<file path="src/rtl/fifo_4x8.sv">
// fifo_4x8: single-clock synchronous FIFO, normal (non-showahead) read mode.
// Registered q, empty and full flags, plus an occupancy count.
// Asynchronous active-low reset clears control state and q, but not the storage array.
// DEPTH must be a power of two and at least 2.
module fifo_4x8 #(
    parameter int WIDTH = 8,
    parameter int DEPTH = 4
) (
    input  logic                       clock,
    input  logic                       reset,
    input  logic [WIDTH-1:0]           data,
    input  logic                       wrreq,
    input  logic                       rdreq,
    output logic [WIDTH-1:0]           q,
    output logic                       empty,
    output logic                       full,
    output logic [$clog2(DEPTH)-1:0]   usedw
);

    localparam int AW = $clog2(DEPTH);

    // Pointers carry one extra bit; only the low AW bits address the array.
    localparam logic [AW:0] ONE      = (AW+1)'(1);
    localparam logic [AW:0] CNT_FULL = (AW+1)'(DEPTH);

    logic [WIDTH-1:0] mem_q [DEPTH];

    logic [AW:0]      wr_ptr_q, wr_ptr_d;
    logic [AW:0]      rd_ptr_q, rd_ptr_d;
    logic [AW:0]      count_q,  count_d;
    logic [WIDTH-1:0] q_q,      q_d;
    logic             empty_q,  empty_d;
    logic             full_q,   full_d;

    logic             wr_en;
    logic             rd_en;

    // A request is accepted only when the registered flags allow it.
    assign wr_en = wrreq & ~full_q;
    assign rd_en = rdreq & ~empty_q;

    // Next-state for pointers, count, read data and flags.
    always_comb begin
        wr_ptr_d = wr_ptr_q;
        rd_ptr_d = rd_ptr_q;
        count_d  = count_q;
        q_d      = q_q;

        if (wr_en) begin
            wr_ptr_d = wr_ptr_q + ONE;
        end

        if (rd_en) begin
            rd_ptr_d = rd_ptr_q + ONE;
            q_d      = mem_q[rd_ptr_q[AW-1:0]];
        end

        if (wr_en && !rd_en) begin
            count_d = count_q + ONE;
        end else if (rd_en && !wr_en) begin
            count_d = count_q - ONE;
        end

        // Flags follow the updated count so they line up with it.
        empty_d = (count_d == '0);
        full_d  = (count_d == CNT_FULL);
    end

    // Storage array write; contents deliberately survive reset.
    always_ff @(posedge clock) begin
        if (wr_en) begin
            mem_q[wr_ptr_q[AW-1:0]] <= data;
        end
    end

    // Control and output registers with asynchronous active-low reset.
    always_ff @(posedge clock or negedge reset) begin
        if (!reset) begin
            wr_ptr_q <= '0;
            rd_ptr_q <= '0;
            count_q  <= '0;
            q_q      <= '0;
            empty_q  <= 1'b1;
            full_q   <= 1'b0;
        end else begin
            wr_ptr_q <= wr_ptr_d;
            rd_ptr_q <= rd_ptr_d;
            count_q  <= count_d;
            q_q      <= q_d;
            empty_q  <= empty_d;
            full_q   <= full_d;
        end
    end

    assign q     = q_q;
    assign empty = empty_q;
    assign full  = full_q;
    // usedw wraps to 0 when full; full distinguishes that case from empty.
    assign usedw = count_q[AW-1:0];

endmodule

</file>
<file path="config.mk">
export PLATFORM = sky130hd
export DESIGN_NAME = fifo_4x8
export DESIGN_NICKNAME = d
export VERILOG_FILES = /design/src/rtl/fifo_4x8.sv
export SDC_FILE = /design/constraint.sdc
export NUM_CORES = 1
export LEC_CHECK = 0
export BUFFER_PORTS_ARGS = -buffer_cell sky130_fd_sc_hd__buf_2
export CAP_MARGIN = 20
export CORE_MARGIN = 2
export CORE_UTILIZATION = 45
export CTS_BUF_LIST = sky130_fd_sc_hd__clkbuf_4 sky130_fd_sc_hd__clkbuf_8
export DETAILED_ROUTE_END_ITERATION = 12
export PLACE_DENSITY = 0.64
export SETUP_SLACK_MARGIN = 0.2
export SYNTH_ARGS = -nofsm -noshare
export SYNTH_HDL_FRONTEND = slang
export SYNTH_SLANG_ARGS = --single-unit
</file>
<file path="constraint.sdc">
create_clock -name clock -period 3.4 [get_ports clock]
set_clock_uncertainty 0.1 [all_clocks]
set_input_delay 0.34 -clock clock [delete_from_list [all_inputs] [get_ports clock]]
set_output_delay 0.34 -clock clock [all_outputs]
set_load 0.02 [all_outputs]
</file>
==> Word-level counts from Yosys, hierarchy flattened <==
Memory sizes are Yosys's and may differ from the RTL's. A register that Yosys moved wholly into a read port is not among the register bits.
Index checks and enable logic that the tools add are counted.
{ "totals": {"register_bits": 11, "mem_bits_rw": 32, "inputBits": 12, "output_inout_bits": 12, "elab_cells": 25, "memories": 1} }
{ "op_classes": {"addsub": 4, "eq_ne": 1, "mux": 4, "bitwise": 4, "reduce_logical": 6} }
{ "mem_list": {"columns": ["name", "words", "width", "rd", "rd_ports_with_merged_regs", "wr", "line", "text"], "rows": [
  ["mem_q", 4, 8, 1, 1, 1, "26", "logic [WIDTH-1:0] mem_q [DEPTH];"]
]} }
{ "ops": {"columns": ["operator", "count"], "rows": [
  ["$add A3 B1 Y3 const B", 3],
  ["$mux W3", 2],
  ["$eq A3 B3 Y1 const B", 1],
  ["$logic_not A1 Y1", 3],
  ["$logic_not A3 Y1", 1],
  ["$sub A3 B1 Y3 const B", 1],
  ["$and A1 B1 Y1", 2],
  ["$logic_and A1 B1 Y1", 2],
  ["$mux W1", 2],
  ["$not A1 Y1", 2]
]} }

==> Depth between registers and ports, before layout <==
Gate-level depths: netlist of run 1.
{ "depth": {"depth_word": 7, "ltp_mapped": 6, "depth_no_buf": 6} }

==> Least setup slack after synthesis of run 1 <==
Ideal clock, no wire load.
{ "synth_path": {"path_kind": "reg2reg", "startpoint": "register empty_q (netlist: empty)", "endpoint": "register full_q (netlist: full)", "setup_time_ps": 139, "t_arrival_ps": 1266, "t_required_ps": 3161, "slack_ps": 1895, "path_stages_with_launch": 6, "n_path_buf": 1, "synth_period_minus_slack_ps": 1505, "path_cell_list": "dfstp_2 nor2b_1 buf_4 xnor2_1 a221oi_2 a311oi_2"} }
{ "synth_between": {"elab_chain_cells": 6, "word_cells_on_any_way": 8, "classes_between": "eq/ne: 1; mux: 2; bitwise: 2; reduce/logical: 3"} }
{ "synth_lines": {"columns": ["item", "line", "text"], "rows": [
  ["start: declaration", "32", "logic empty_q, empty_d;"],
  ["start signal: assignment", "90", "empty_q <= empty_d;"],
  ["$not A1 Y1 (*)", "40", "assign rd_en = rdreq & ~empty_q;"],
  ["$and A1 B1 Y1 (*)", "40", null],
  ["$logic_and A1 B1 Y1 or $logic_not A1 Y1 (tied branches)", "60, 58", null],
  ["$mux W3 or $logic_and A1 B1 Y1 (tied branches)", "60, 58", null],
  ["$mux W3 (*)", "58", "if (wr_en && !rd_en) begin"],
  ["$eq A3 B3 Y1 (*)", "66", "full_d = (count_d == CNT_FULL);"],
  ["net full_d", "33", "logic full_q, full_d;"],
  ["end signal: assignment", "91", "full_q <= full_d;"],
  ["end: declaration", "33", null]
]} }
The timed path passes the listed nets; every way through them passes the cells marked *.
A chain may end at the register's enable or synchronous reset.

==> results.py, run 1 <==
metrics = {
    "critical_path": {
        "cp.required_ns": 3.49,
        "crit_fanout": 10,
        "cpPeakStageDelay_ns": 0.75,
        "crit_arrival_ns": 1.75,
        "endpoint_kind": "flop",
        "slowest_stage": "dfrtp_1",
        "crit_type": "reg -> reg",
        "crit_chain": "mux4_2, nand2_1, nand2_1",
        "startpoint_type": "flop",
        "cp_common_cell": "nand2_1",
    },
    "cts": {
        "htreeDepth": 2,
        "cts.path.max_buffers": 2,
        "cts_sinks": 49,
        "cts_resized": 0,
        "cts_root_buf": "clkbuf_8",
        "clk_pin_slew_ns": 0.08,
        "post-cts-setup-buffers": 0,
        "insertion_delay_ns": 0.30,
        "numCtsBuffers": 5,
        "cts_tree": "done",
    },
    "timing": {
        "setup_viol": 0,
        "clock.fmax_mhz": 600,
        "worst_pin_slew_ns": 0.624,
        "maxSlewHeadroom_pct": 58.4,
        "rsz0062_at_grt": "false",
        "fin_setup_tns_ns": 0,
        "hold_violations": 0,
        "drv_slew": 0,
        "period_needed_ns": 1.67,
        "finalCritPeriodShare_pct": 49.0,
    },
    "logic_synthesis": {
        "synth_cells": 136,
        "syn_area_um2": 2060,
        "ys_seq_area_share_pct": 67.5,
        "syn_nets": 154,
        "ys_types": 30,
        "yosys_warnings": 0,
        "synth.avg_cell_area_um2": 15.1,
        "ys_ff_latch": 49,
    },
    "die": {
        "start_util_pct": 46.9,
        "die_h_um": 71.6,
        "pin_count": 24,
        "coreArea_um2": 4380,
        "rows": 24,
        "die_area_um2": 5130,
        "chipWidth_um": 71.6,
    },
    "drt": {
        "drt_wl_total_um": 3320,
        "met2_length_um": 1730,
        "wl_per_cell_um": 15.6,
        "drt-met1-wl_um": 1420,
        "routed.top_layer": "met4",
        "drtPass1Iterations": 4,
        "via_count": 1062,
        "route.detailed.drc": 0,
        "route.met3.wl_um": 137,
        "drtIter0Drc": 32,
        "ant_nets": 0,
        "viasPerCell": 4.99,
    },
    "grt": {
        "grt_pass1_wl_um": 5620,
        "gr-total-overflow": 0,
        "grtUsageTotal_pct": 15.0,
        "grt_max_degree": 18,
        "antenna_found_initial": 0,
        "grt_pass1_vias": 1145,
    },
    "finish": {
        "drive_gt1_share_pct": 29.8,
        "layout_commonest_cell": "edfxtp_1",
        "fin_area_um2": 2290,
        "insertedDiodeCount": 0,
        "num-nets-final": 178,
        "multi_input_area_um2": 598,
        "seqCellArea_um2": 1390,
        "final_core_utilization_pct": 52.2,
        "final_cell_mix": "edfxtp_1 (32), nand2_1 (29), buf_2 (23)",
        "nFillCells": 376,
        "area_growth_pct": 11.4,
    },
    "worst_hold_path": {
        "worstHoldPathType": "in -> reg",
    },
    "power_and_ir_drop": {
        "power.density_nw_per_um2": 853,
        "vdd_drop_max_v": 0.000380,
        "leakage_nw": 0.921,
        "total_power_mw": 1.95,
    },
    "status": {
        "status": "complete, no violations",
    },
    "placement": {
        "place_area_um2": 2190,
        "io_buffers": 23,
        "dp_hpwl_um": 2260,
        "routabilityCongestion": 0.771,
    },
    "flow_run": {
        "cap_violations": 0,
    },
}
==> worst paths after layout <==
check / end / start / cells after the start / slack (ns)
worst max-delay path: q[2]$_DFFE_PN0P_ / rd_ptr_q[0]$_DFFE_PN0P_ / 3 / 1.73
worst min-delay path: mem_q[2][5]$_DFFE_PP_ / data[5] / 1 / 0.15
worst max register to register: q[2]$_DFFE_PN0P_ / rd_ptr_q[0]$_DFFE_PN0P_ / 3 / 1.73
worst min register to register: q[0]$_DFFE_PN0P_ / q[0]$_DFFE_PN0P_ / 2 / 0.37
max in group asynchronous: empty$_DFF_PN1_ / reset / 2 / 2.49
min in group asynchronous: count_q[1]$_DFF_PN0_ / reset / 2 / 0.40
==> state kept, by name (all words and copies together) (netlist names) <==
signal    count
count_q       3
empty         1
full          1
mem_q        32
q             8
rd_ptr_q      2
wr_ptr_q      2
==> where the power goes <==
group / switching (mW) / internal [mW]
logic: 0.361 / 0.303
clock network: 0.179 / 0.151
registers: 0.143 / 0.818
total: 0.682 / 1.27
==> worst max-delay path: cells and delay by family (launching register included) <==
kind             cells  cell delay [ns]
and+or+nand+nor      2             0.12
muxes                1             0.59
DFF                  1             0.75
==> cells in the mapped netlist (all sizes together) <==
library cell	count	area, um2
a21oi	2	10.0
a221oi	1	15.0
a311oi	1	15.0
and2	6	42.5
buf	6	43.8
clkbuf	2	7.51
dfrtp	16	400
dfstp	1	26.3
edfxtp	32	961
ha	6	75.1
inv	5	18.8
mux4	8	180
nand2	29	109
nand2b	1	6.26
nand3	1	5.00
nand3b	1	7.51
nor2	3	11.3
nor2b	2	20.0
nor3	1	5.00
o211ai	1	7.51
o21ai	2	10.0
o31ai	1	7.51
or2b	1	7.51
or3	1	11.3
xnor2	5	43.8
xor2	1	8.76
==> final cells by class <==
| type | instances | share of cell area (%) |
|---|---|---|
| Multi-Input combinational cell | 74 | 26.1 |
| Clock buffer | 6 | 3.33 |
| Tap cell | 52 | 2.84 |
| Inverter | 5 | 0.820 |
| Timing Repair Buffer | 25 | 5.79 |
| Sequential cell | 49 | 60.6 |
| Clock inverter | 2 | 0.492 |
==> logic make-up after synthesis <==
| family | synth area share [%] |
|---|---|
| buffers and inverters | 3.41 |
| adders and majority gates | 3.65 |
| AOI/OAI and AO/OA | 3.16 |
| xor gates and xnor gates | 2.56 |
| and+or+nand+nor | 11.0 |
| DFF | 67.5 |
| muxes | 8.76 |
==> routing by layer <==
| metal | vias up | global-route usage, % |
|---|---|---|
| li1 | 523 | - |
| met1 | 512 | 18.8 |
| met2 | 23 | 25.8 |
| met3 | 4 | 3.94 |
| met4 | 0 | 4.40 |
| met5 | - | 0 |
==> metrics by stage <==
stage	worst slack [ns]	instances	hold slack, ns
6_report	1.73	213	0.155
5_1_grt	1.62	213	0.153
4_1_cts	1.71	213	0.141
3_5_place_dp	1.71	204	0.186
3_3_place_gp	1.73	204	0.181
2_1_floorplan	1.90	136	-0.0556
==> repair_timing <==
item,in CTS,in global routing
hold buffers,1,0
endpoints found under the setup margin,0,0
hold endpoints to repair,16,0
Note: power is estimated with default switching activity, not from simulation.
==> inputs of run 2 (changes only) <==
--- a/config.mk
+++ b/config.mk
@@ -11,7 +11,7 @@
 export CORE_UTILIZATION = 45
 export CTS_BUF_LIST = sky130_fd_sc_hd__clkbuf_4 sky130_fd_sc_hd__clkbuf_8
 export DETAILED_ROUTE_END_ITERATION = 12
-export PLACE_DENSITY = 0.64
+export PLACE_DENSITY = 0.67
 export SETUP_SLACK_MARGIN = 0.2
 export SYNTH_ARGS = -nofsm -noshare
 export SYNTH_HDL_FRONTEND = slang
==> constraint.sdc (replaced) <==
create_clock -name clock -period 1.5 [get_ports clock]
set_clock_uncertainty 0.1 [all_clocks]
set_input_delay 0.15 -clock clock [delete_from_list [all_inputs] [get_ports clock]]
set_output_delay 0.15 -clock clock [all_outputs]
set_load 0.02 [all_outputs]
==> results.py, run 2 (synthesized netlist as in run 1, its figures left out) <==
metrics = {
    "grt": {
        "gr-total-overflow": 0,
        "grt_pass1_wl_um": 6220,
        "antenna_found_initial": 0,
        "grt_pass1_vias": 1292,
        "grtUsageTotal_pct": 16.9,
        "grt_max_degree": 18,
    },
    "flow_run": {
        "cap_violations": 0,
    },
    "placement": {
        "dp.cells": 212,
        "dp_hpwl_um": 2330,
        "routabilityCongestion": 0.798,
        "place_area_um2": 2280,
        "preCtsSetupSlack_ns": -0.0908,
        "io_buffers": 23,
    },
    "timing": {
        "period_needed_ns": 1.49,
        "hold_violations": 0,
        "setup_ws_ns": 0.00826,
        "maxSlewHeadroom_pct": 72.5,
        "clock.fmax_mhz": 670,
        "rsz0062_at_grt": "true",
        "worst_pin_slew_ns": 0.413,
        "drv_slew": 0,
        "setup_viol": 0,
        "finalCritPeriodShare_pct": 99.4,
    },
    "critical_path": {
        "crit_chain": "nor2b_1, buf_4, xnor2_4, a221oi_4, a311oi_2",
        "crit_type": "reg -> reg",
        "slowest_stage": "dfstp_2",
        "critical_path_buf_inv_count": 1,
        "crit_arrival_ns": 1.57,
        "startpoint_type": "flop",
        "cpPeakStageDelay_ns": 0.55,
        "endpoint_kind": "flop",
        "crit_family": "flip-flops",
        "cp.required_ns": 1.58,
        "crit_fanout": 3,
    },
    "finish": {
        "largest_reg_flops": 32,
        "layout.cells.non_filler": 237,
        "final_cell_mix": "edfxtp_1 (32), nand2_1 (27), buf_2 (20)",
        "num-nets-final": 202,
        "fin_area_um2": 2650,
        "final_core_utilization_pct": 60.5,
        "insertedDiodeCount": 0,
        "area_growth_pct": 29.0,
        "drive_gt1_share_pct": 41.6,
        "layout_commonest_cell": "edfxtp_1",
    },
    "cts": {
        "cts.path.max_buffers": 2,
        "cts_tree": "done",
        "htreeDepth": 2,
        "cts_sinks": 49,
        "cts_root_buf": "clkbuf_8",
        "insertion_delay_ns": 0.30,
        "clk_pin_slew_ns": 0.09,
        "numCtsBuffers": 5,
    },
    "drt": {
        "viasPerCell": 5.01,
        "wl_per_cell_um": 16.1,
        "drtIter0Drc": 28,
        "drtPass1Iterations": 4,
        "drt_wl_total_um": 3820,
        "ant_nets": 0,
        "route.detailed.drc": 0,
        "via_count": 1187,
    },
    "power_and_ir_drop": {
        "vdd_drop_max_v": 0.000844,
        "leakage_nw": 1.09,
        "power.density_nw_per_um2": 1960,
    },
    "worst_hold_path": {
        "worstHoldPathType": "in -> reg",
    },
    "die": {
        "die_area_um2": 5130,
        "pin_count": 24,
        "start_util_pct": 46.9,
        "die_h_um": 71.6,
        "chipWidth_um": 71.6,
        "rows": 24,
        "coreArea_um2": 4380,
    },
    "status": {
        "status": "complete, no violations",
    },
}
==> run 2: cell count changes in the layout (fill, tap and decap cells not counted), moves of 3 or more <==
cell and change:
and2_2 -4, and2_4 +5, buf_2 -3, dlygate4sd3_1 +8, buf_6 +3, buf_4 +12
==> run 2: report_power, final <==
group	leakage (nW)	total, mW	switching [mW]	internal, mW
Combinational	0.543	2.32	1.11	1.21
Clock	0.0490	0.779	0.428	0.351
Sequential	0.497	2.09	0.239	1.85
==> run 2: worst paths after layout <==
check | slack (ns) | endpoint | from | depth (start not counted)
worst max-delay path | 0.008 | full$_DFF_PN0_ | empty$_DFF_PN1_ | 5
worst min-delay path | 0.18 | empty$_DFF_PN1_ | wrreq | 5
worst max register to register | 0.008 | full$_DFF_PN0_ | empty$_DFF_PN1_ | 5
worst min register to register | 0.37 | q[6]$_DFFE_PN0P_ | q[6]$_DFFE_PN0P_ | 2
max in group asynchronous | 0.77 | empty$_DFF_PN1_ | reset | 2
min in group asynchronous | 0.21 | count_q[1]$_DFF_PN0_ | reset | 2
==> run 2: per-layer routing <==
metal	vias to the layer above	GRT usage [%]	share of wire, %
met3	9	4.50	3.6
met4	0	6.71	2.1
li1	571	-	-
met5	-	0	0
met2	24	29.9	54
met1	583	19.6	40
==> run 2: layout make-up <==
class / instances / area, um2
fill: 331 / 1730
sequential: 49 / 1390
multi-input combinational: 74 / 681
timing repair buffer: 49 / 409
clock buffer: 6 / 76.3
tap: 52 / 65.1
inverter: 5 / 18.8
clock inverter: 2 / 13.8
==> run 2: what timing repair did <==
item / in CTS / in global routing
buffers inserted: 6 / 1
resized for setup: 11 / 17
pin swaps: 10 / 6
gates cloned: 1 / 0
endpoints found under the hold margin: 49 / 0
endpoints found under the setup margin: 45 / 49
hold buffers: 9 / 0
==> run 2: tightest hold or removal path: stages <==
cell and delay (ns):
buf_2 0.11, nand3b_1 0.09, xor2_1 0.09, nand2_1 0.08
a21oi_1 0.06
==> run 2: metrics by stage <==
step	hold slack [ns]	setup TNS (ns)	power, mW
floorplan	-0.246	0	3.38
global placement	0.00375	0	3.89
detailed placement	0.00111	-0.118	3.96
CTS	0.168	-0.000196	5.00
global route	0.201	-0.157	5.53
finish	0.185	0	5.19
==> inputs of run 3 (changes only) <==
--- a/config.mk
+++ b/config.mk
@@ -11,7 +11,7 @@
 export CORE_UTILIZATION = 45
 export CTS_BUF_LIST = sky130_fd_sc_hd__clkbuf_4 sky130_fd_sc_hd__clkbuf_8
 export DETAILED_ROUTE_END_ITERATION = 12
-export PLACE_DENSITY = 0.67
+export PLACE_DENSITY = 0.64
 export SETUP_SLACK_MARGIN = 0.2
 export SYNTH_ARGS = -nofsm -noshare
 export SYNTH_HDL_FRONTEND = slang
==> constraint.sdc (replaced) <==
create_clock -name clock -period 1.4 [get_ports clock]
set_clock_uncertainty 0.1 [all_clocks]
set_input_delay 0.14 -clock clock [delete_from_list [all_inputs] [get_ports clock]]
set_output_delay 0.14 -clock clock [all_outputs]
set_load 0.1 [all_outputs]
==> results.py, run 3 (synthesized netlist as in run 1, its figures left out) <==
metrics = {
    "status": {
        "status": "complete, but fails checks",
        "violations": "negative setup slack",
    },
    "drt": {
        "via_count": 1255,
        "drt_wl_total_um": 3820,
        "wl_per_cell_um": 15.3,
        "ant_nets": 0,
        "route.detailed.drc": 0,
        "drtIter0Drc": 32,
        "viasPerCell": 5.02,
        "drtPass1Iterations": 4,
    },
    "worst_hold_path": {
        "worstHoldPathType": "in -> reg",
    },
    "placement": {
        "routabilityCongestion": 0.735,
        "dp_hpwl_um": 2470,
        "place_area_um2": 2420,
        "io_buffers": 23,
    },
    "timing": {
        "drv_slew": 0,
        "setup_ws_ns": -0.116,
        "period_needed_ns": 1.52,
        "worst_pin_slew_ns": 0.455,
        "fin_setup_tns_ns": -1.65,
        "rsz0062_at_grt": "true",
        "setup_viol": 43,
        "finalCritPeriodShare_pct": 108,
        "hold_violations": 0,
        "clock.fmax_mhz": 660,
        "maxSlewHeadroom_pct": 69.7,
    },
    "die": {
        "pin_count": 24,
        "rows": 24,
        "start_util_pct": 46.9,
        "chipWidth_um": 71.6,
        "die_h_um": 71.6,
        "coreArea_um2": 4380,
        "die_area_um2": 5130,
    },
    "finish": {
        "final_cell_mix": "edfxtp_1 (32), nand2_1 (24), buf_6 (19)",
        "seqCellArea_um2": 1400,
        "area_growth_pct": 39.9,
        "layout_commonest_cell": "edfxtp_1",
        "multi_input_area_um2": 663,
        "num-nets-final": 215,
        "nFillCells": 305,
        "largest_reg_flops": 32,
        "drive_gt1_share_pct": 44.9,
        "fin_area_um2": 2880,
        "insertedDiodeCount": 0,
    },
    "critical_path": {
        "endpoint_kind": "flop",
        "crit_fanout": 4,
        "crit_arrival_ns": 1.58,
        "cp.required_ns": 1.47,
        "startpoint_type": "flop",
        "crit_type": "reg -> reg",
    },
    "cts": {
        "clk_pin_slew_ns": 0.08,
        "htreeDepth": 2,
        "insertion_delay_ns": 0.30,
        "cts_sinks": 49,
        "cts.path.max_buffers": 2,
        "cts_root_buf": "clkbuf_8",
        "cts_tree": "done",
        "numCtsBuffers": 5,
    },
    "grt": {
        "antenna_found_initial": 0,
        "grt_max_degree": 18,
        "grt_pass1_wl_um": 6400,
        "grtUsageTotal_pct": 16.9,
        "grt_pass1_vias": 1353,
        "gr-total-overflow": 0,
    },
    "flow_run": {
        "cap_violations": 0,
    },
}
## run 3: layer usage
layer  track usage, %  share of wire, %  vias up
li1                 -                 -      600
met1             20.0                42      621
met2             30.0                52       26
met3             4.92               4.1        8
met4             5.03               2.0        0
met5                0                 0        -
## run 3: worst max-delay path, cell delays in order (launching register included)
cell and delay, ns:
dfstp_4 0.62, nor2b_1 0.04, buf_4 0.15, xnor2_4 0.13
a221oi_2 0.30, a311oi_2 0.06
## run 3: stage by stage
step           cells  hold slack, ns  utilization, %  setup slack, ns
6_report         250          0.0755            65.6           -0.116
5_1_grt          250          0.0988            65.6           -0.185
4_1_cts          244          0.0710            62.9           -0.122
3_5_place_dp     221        -0.00246            55.3           -0.121
3_3_place_gp     221        -0.00242            55.3           -0.102
2_1_floorplan    136          -0.256               -           -0.318
## run 3: final timing paths
kind | startpoint | to | slack, ns | depth (start not counted)
worst min-delay path | rdreq | empty$_DFF_PN1_ | 0.08 | 4
min in group asynchronous | reset | q[2]$_DFFE_PN0P_ | 0.21 | 2
worst max register to register | empty$_DFF_PN1_ | full$_DFF_PN0_ | -0.12 | 5
worst min register to register | q[2]$_DFFE_PN0P_ | q[2]$_DFFE_PN0P_ | 0.40 | 2
worst max-delay path | empty$_DFF_PN1_ | full$_DFF_PN0_ | -0.12 | 5
max in group asynchronous | reset | full$_DFF_PN0_ | 0.65 | 2
## run 3: repair_timing
action | CTS | global route
setup endpoints to repair | 61 | 59
hold endpoints to repair | 49 | 0
hold buffers | 9 | 0
resized for setup | 25 | 15
cloned | 1 | 1
setup buffers | 5 | 5
pin swaps | 4 | 7
## run 3: layout make-up
cell class,count,area share (%)
multi-input combinational,75,23.1
inverter,5,0.653
clock buffer,5,2.39
tap,52,2.26
clock inverter,3,1.52
sequential,49,48.6
timing repair buffer,61,21.5
Power of run 3 is left out: the tool's default activity adds up to more than one toggle a clock period on the data nets, which glitch-free logic cannot reach.
